**config.mk**
```make
export PLATFORM = sky130hd
export DESIGN_NAME = pixel_stream_fb_writer
export DESIGN_NICKNAME = d
export VERILOG_FILES = /design/src/rtl/pixel_stream_fb_writer.sv
export SDC_FILE = /design/constraint.sdc
export NUM_CORES = 1
export LEC_CHECK = 0
export BUFFER_PORTS_ARGS = -buffer_cell sky130_fd_sc_hd__buf_4
export CORE_ASPECT_RATIO = 1.1
export CORE_MARGIN = 1.5
export CORE_UTILIZATION = 57
export DETAILED_ROUTE_END_ITERATION = 12
export MAX_ROUTING_LAYER = met4
export PLACE_DENSITY = 0.85
export SYNTH_ARGS = -nofsm -noshare
export SYNTH_HDL_FRONTEND = slang
export SYNTH_SLANG_ARGS = --single-unit
export TNS_END_PERCENT = 50
```
**constraint.sdc**
```tcl
create_clock -name clk -period 7.9 [get_ports clk]
set_input_delay 1.185 -clock clk [delete_from_list [all_inputs] [get_ports clk]]
set_output_delay 1.185 -clock clk [all_outputs]
set_load 0.005 [all_outputs]
```
**src/rtl/pixel_stream_fb_writer.sv**
```systemverilog
// Packetised pixel-stream sink: packs 30-bit RGB beats to RGB444 and writes a frame buffer.
// Optional statistics counters enabled by defining PIXEL_FB_STATS_EN.
`default_nettype none

module pixel_stream_fb_writer #(
  parameter int H_PIXELS = 320,
  parameter int V_LINES  = 240,
  parameter int DATA_W   = 30,
  parameter int ADDR_W   = 17,
  parameter int PIX_W    = 12
) (
  input  logic              clk,
  input  logic              reset,
  input  logic [DATA_W-1:0] s_data,
  input  logic              s_valid,
  output logic              s_ready,
  input  logic              s_sop,
  input  logic              s_eop,
  input  logic              hold,
  output logic [ADDR_W-1:0] wr_addr,
  output logic [PIX_W-1:0]  wr_data,
  output logic              wr_en,
  output logic              frame_done,
  output logic              frame_err,
  output logic              busy
`ifdef PIXEL_FB_STATS_EN
  ,
  output logic [15:0]       frame_count,
  output logic [15:0]       err_count
`endif
);

  localparam int COL_W = (H_PIXELS > 1) ? $clog2(H_PIXELS) : 1;
  localparam int ROW_W = (V_LINES > 1) ? $clog2(V_LINES) : 1;
  localparam int CH_W  = DATA_W / 3;
  localparam int PK_W  = PIX_W / 3;

  localparam logic [1:0] WAIT_SOP = 2'd0;
  localparam logic [1:0] ACTIVE   = 2'd1;
  localparam logic [1:0] FLUSH    = 2'd2;

  logic [1:0]       state, state_nxt;
  logic [COL_W-1:0] col, col_nxt, pos_col;
  logic [ROW_W-1:0] row, row_nxt, pos_row;
  logic             accept, sop_entry, pix_write, at_last;
  logic             done_nxt, err_nxt;
  logic [ADDR_W-1:0] addr_nxt;
  logic [PIX_W-1:0]  data_nxt;
  logic             unused_data;

  assign unused_data = ^s_data;

  // A startofpacket beat always lands at pixel (0,0), whatever state we are in.
  always_comb begin
    accept    = s_valid & s_ready;
    sop_entry = accept & s_sop;
    pix_write = sop_entry | (accept & (state == ACTIVE));
    pos_col   = sop_entry ? '0 : col;
    pos_row   = sop_entry ? '0 : row;
    at_last   = (pos_col == COL_W'(H_PIXELS - 1)) && (pos_row == ROW_W'(V_LINES - 1));
  end

  always_ff @(posedge clk) begin
    if (reset) begin
      state <= WAIT_SOP;
      col   <= '0;
      row   <= '0;
    end else begin
      state <= state_nxt;
      col   <= col_nxt;
      row   <= row_nxt;
    end
  end

  always_comb begin
    state_nxt = state;
    if (pix_write) begin
      if (s_eop)        state_nxt = WAIT_SOP;
      else if (at_last) state_nxt = FLUSH;
      else              state_nxt = ACTIVE;
    end else if (accept && (state == FLUSH) && s_eop) begin
      state_nxt = WAIT_SOP;
    end
  end

  always_comb begin
    col_nxt  = col;
    row_nxt  = row;
    err_nxt  = pix_write & ((sop_entry & (state == ACTIVE)) | (at_last ^ s_eop));
    done_nxt = pix_write & at_last & s_eop & ~err_nxt;
    addr_nxt = ADDR_W'(pos_row) * ADDR_W'(H_PIXELS) + ADDR_W'(pos_col);
    data_nxt = {s_data[DATA_W-1 -: PK_W], s_data[2*CH_W-1 -: PK_W], s_data[CH_W-1 -: PK_W]};
    if (pix_write) begin
      if (state_nxt == ACTIVE) begin
        if (pos_col == COL_W'(H_PIXELS - 1)) begin
          col_nxt = '0;
          row_nxt = pos_row + 1'b1;
        end else begin
          col_nxt = pos_col + 1'b1;
          row_nxt = pos_row;
        end
      end else begin
        col_nxt = '0;
        row_nxt = '0;
      end
    end
  end

  always_ff @(posedge clk) begin
    if (reset) begin
      s_ready    <= 1'b0;
      wr_en      <= 1'b0;
      wr_addr    <= '0;
      wr_data    <= '0;
      frame_done <= 1'b0;
      frame_err  <= 1'b0;
    end else begin
      s_ready    <= ~hold;
      wr_en      <= pix_write;
      frame_done <= done_nxt;
      frame_err  <= err_nxt;
      if (pix_write) begin
        wr_addr <= addr_nxt;
        wr_data <= data_nxt;
      end
    end
  end

  assign busy = (state == ACTIVE);

`ifdef PIXEL_FB_STATS_EN
  always_ff @(posedge clk) begin
    if (reset) begin
      frame_count <= '0;
      err_count   <= '0;
    end else begin
      if (done_nxt && (frame_count != 16'hFFFF)) frame_count <= frame_count + 16'd1;
      if (err_nxt && (err_count != 16'hFFFF))    err_count   <= err_count + 16'd1;
    end
  end
`endif

endmodule

`default_nettype wire

```
==> out/results.txt <==
Startpoint Class -> primary input
Mapped Cells -> 368
Synth Area in Adders -> 0.0678
simple-gate area share of the yosys netlist -> 0.277
port buffer count -> 51
Crit path max-delay family -> simple AND/OR/NAND/NOR gates
all-layer global routing usage -> 0.251
largest net degree at the start of global routing -> 48
critical-path maximum fanout -> 30
Critical Path Stages -> 15
layout cells sized above 1 -> 0.163
Die Area -> 5420 um^2
Vias/cell -> 5.83
antenna violations before repair -> 0
mux contribution to synthesized area -> 0
endpoints failing setup -> 0
post-CTS sizing -> 0
initial drt markers -> 182
Reg2Reg Depth -> 14
clock sink total -> 52
Die Wd -> 70.3 um
H-tree Lvls -> 2
via count -> 2694
reg-to-reg slack, setup -> 3.35 ns
CTS tree -> done
Rows -> 26
WP data arrival -> 5.34 ns
Ports -> 70
RSZ-0062 raised after global routing -> false
clock skew -> 0.0102 ns
Post-Synth XOR/XNOR Area -> 0.0555
Post-CTS Setup Inserts -> 0
ant diodes -> 0
fin. max-slew vios -> 0
post-synth design cell area -> 2840 um^2
Final Worst Setup Slack -> 2.80 ns
crit path time final -> 5.10 ns
CTS Root Buffer Type -> clkbuf_8
f_max -> 196 MHz
CP startpoint -> s_sop
Total Routed Length -> 6.56 mm
number of CTS-inserted buffers -> 5
dpl ws -> 2.53 ns
RePlAce Congestion -> 0.885
Cell variety after synth -> 49
detailed-router iteration count before antenna repair -> 4
status -> finished clean
Core ar. -> 4720 um^2
maxcap violations -> 0
Post-synth EDFFs -> 0
reg2reg start -> s_ready$_SDFF_PP0_
nets@finish -> 455
Worst Setup End Kind -> flop
Die H -> 77.1 um
Synth Register Bits -> 52
total gr overflow -> 0
total negative slack -> 0 ns
Worst EP required -> 8.13 ns
syn avg cell area -> 7.72 um^2
Critical Path, Cell by Cell -> buf_4, nand3_1, and2_1, ha_1, nand3_1, nand2b_1, nor2_1, and4b_1, inv_1, ha_1, nor2b_1, nand2_1, nor3_1, a41oi_1, a311oi_1
CP max-delay cell -> nand3_1
Hold Buf Count CTS -> 0
CP Buf/Inv Count -> 2
DRC viols -> 0
Slew headroom -> 0.384
final hold slack -> 0.460 ns
Worst VDD drop -> 0.0000945 V
critical path endpoint -> col[7]$_SDFFE_PP0N_
worst stage delay on the critical path -> 0.64 ns
largest family of logic cells by synthesized area -> simple AND/OR/NAND/NOR gates
vias in the first global route -> 2502
dpl hpwl -> 4.48 mm
clock tree buffer depth -> 2
Hold Crit Class -> flop to flop
wire per inst -> 14.2 um
area grow syn2layout -> 16.4%
DP Area -> 3210 um^2
crit share post-route -> 0.646
Routed Antenna Nets -> 0
Initial Utilization -> 0.602
Yosys Warn Count -> 0
clock-pin slew on the worst setup and hold paths -> 0.11 ns
first-pass GRT wire length -> 11.0 mm
Slew @ Worst Pin -> 0.922 ns
filler instances -> 380
top_reg_cell synth -> dfxtp_1
share of the yosys chip area belonging to registers -> 0.366
cell area after layout -> 3310 um^2
final hold vios -> 0
PD cells -> 139 nW/um^2
syn nets -> 418
clk_lat worst skew -> 0.32 ns
Crit Path Class -> primary input to flop
fin cells -> 462
Crit Reg-Reg Endpoint -> col[7]$_SDFFE_PP0N_
Synth async-reset ratio -> 0
Compound-Gate Fraction of Synth Area -> 0.193
Leakage -> 1.35 nW
Inst Count DP -> 454
[synthesized netlist by cell type (2+ instances only)]
cell type,n,area [um^2]
a21o_1,2,15.0
nor2_1,37,139
or4_1,2,15.0
xnor2_1,11,96.3
a311oi_1,3,26.3
xor2_1,7,61.3
dfxtp_1,52,1040
o21ai_0,12,60.1
a31oi_1,3,18.8
clkbuf_1,19,71.3
o21a_1,2,15.0
o21bai_1,4,30.0
and3_1,8,50.1
nand4_1,3,18.8
nand2_1,65,244
nand3_1,17,85.1
a41oi_1,2,17.5
nand2b_1,6,37.5
a32oi_1,2,17.5
nor3_1,9,45.0
a211oi_1,6,45.0
and2_1,6,37.5
inv_1,6,22.5
a22oi_1,3,22.5
or3_1,2,12.5
nor2b_1,3,18.8
o31ai_1,3,22.5
a21oi_1,40,200
ha_1,13,163
[worst min-delay path, stage by stage (launching register included)]
cell,delay (ns)
dfxtp_1,0.32
nand2_1,0.05
a21oi_1,0.05
[metal layers]
layer / GRT usage / routed length, um / up-vias / part of all wire
met5: - / 0 / - / 0
met4: 0.0692 / 36 / 0 / 0.0055
met3: 0.0447 / 297 / 5 / 0.045
met2: 0.422 / 3280 / 74 / 0.50
met1: 0.310 / 2950 / 1248 / 0.45
li1: - / - / 1367 / -
[worst min path at each step]
stage | startpoint | end | cells after the start
4_1_cts | wr_data[9]$_SDFFE_PP0N_ | wr_data[9]$_SDFFE_PP0N_ | 2
3_5_place_dp | wr_addr[2]$_SDFFE_PP0N_ | wr_addr[2]$_SDFFE_PP0N_ | 2
5_1_grt | wr_data[9]$_SDFFE_PP0N_ | wr_data[9]$_SDFFE_PP0N_ | 2
6_report | wr_addr[1]$_SDFFE_PP0N_ | wr_addr[1]$_SDFFE_PP0N_ | 2
2_1_floorplan | col[0]$_SDFFE_PP0N_ | wr_addr[0]$_SDFFE_PP0N_ | 2
3_3_place_gp | wr_addr[8]$_SDFFE_PP0N_ | wr_addr[8]$_SDFFE_PP0N_ | 2
[state kept, by name, indices dropped and copies added (netlist names)]
register / count
col: 9
frame_done: 1
frame_err: 1
row: 8
s_ready: 1
state: 2
wr_addr: 17
wr_data: 12
wr_en: 1
[through the flow]
step	total power, mW	util
3_5_place_dp	0.304	0.681
4_1_cts	0.463	0.701
3_3_place_gp	0.303	0.681
5_1_grt	0.475	0.701
2_1_floorplan	0.289	-
6_report	0.461	0.701
[logic make-up (layout without fill, tap and decap cells)]
kind of cell	after synthesis	after routing
compound gates	88	88
xor+xnor	18	18
fa+ha+maj	15	15
buf+inv	28	66
flops	52	52
simple gates	167	167
[placed cells by master (no fill, tap or decap), types with 7 or more instances in the layout]
master and instances:
ha_1 13, nor3_1 9, dfxtp_1 52, o21ai_0 12, a21oi_1 39, and3_1 8, nand2_1 65, nand3_1 17
xor2_1 7, buf_4 52, xnor2_1 11, nor2_1 37
[where the power goes]
group | total, mW | internal, mW | switching [mW]
combinational | 0.0308 | 0.0131 | 0.0177
sequential | 0.267 | 0.265 | 0.00185
clock | 0.163 | 0.0648 | 0.0982
total | 0.461 | 0.343 | 0.118
[cell type report]
type | count | area [um^2] | share of cell area
clock buffer | 5 | 68.8 | 0.0208
clock inverter | 3 | 25.0 | 0.00756
inverter | 6 | 22.5 | 0.00681
multi-input combinational | 288 | 1690 | 0.511
sequential | 52 | 1040 | 0.315
tap | 56 | 70.1 | 0.0212
timing repair buffer | 52 | 390 | 0.118
No activity file was read; power rests on OpenSTA's default activity.
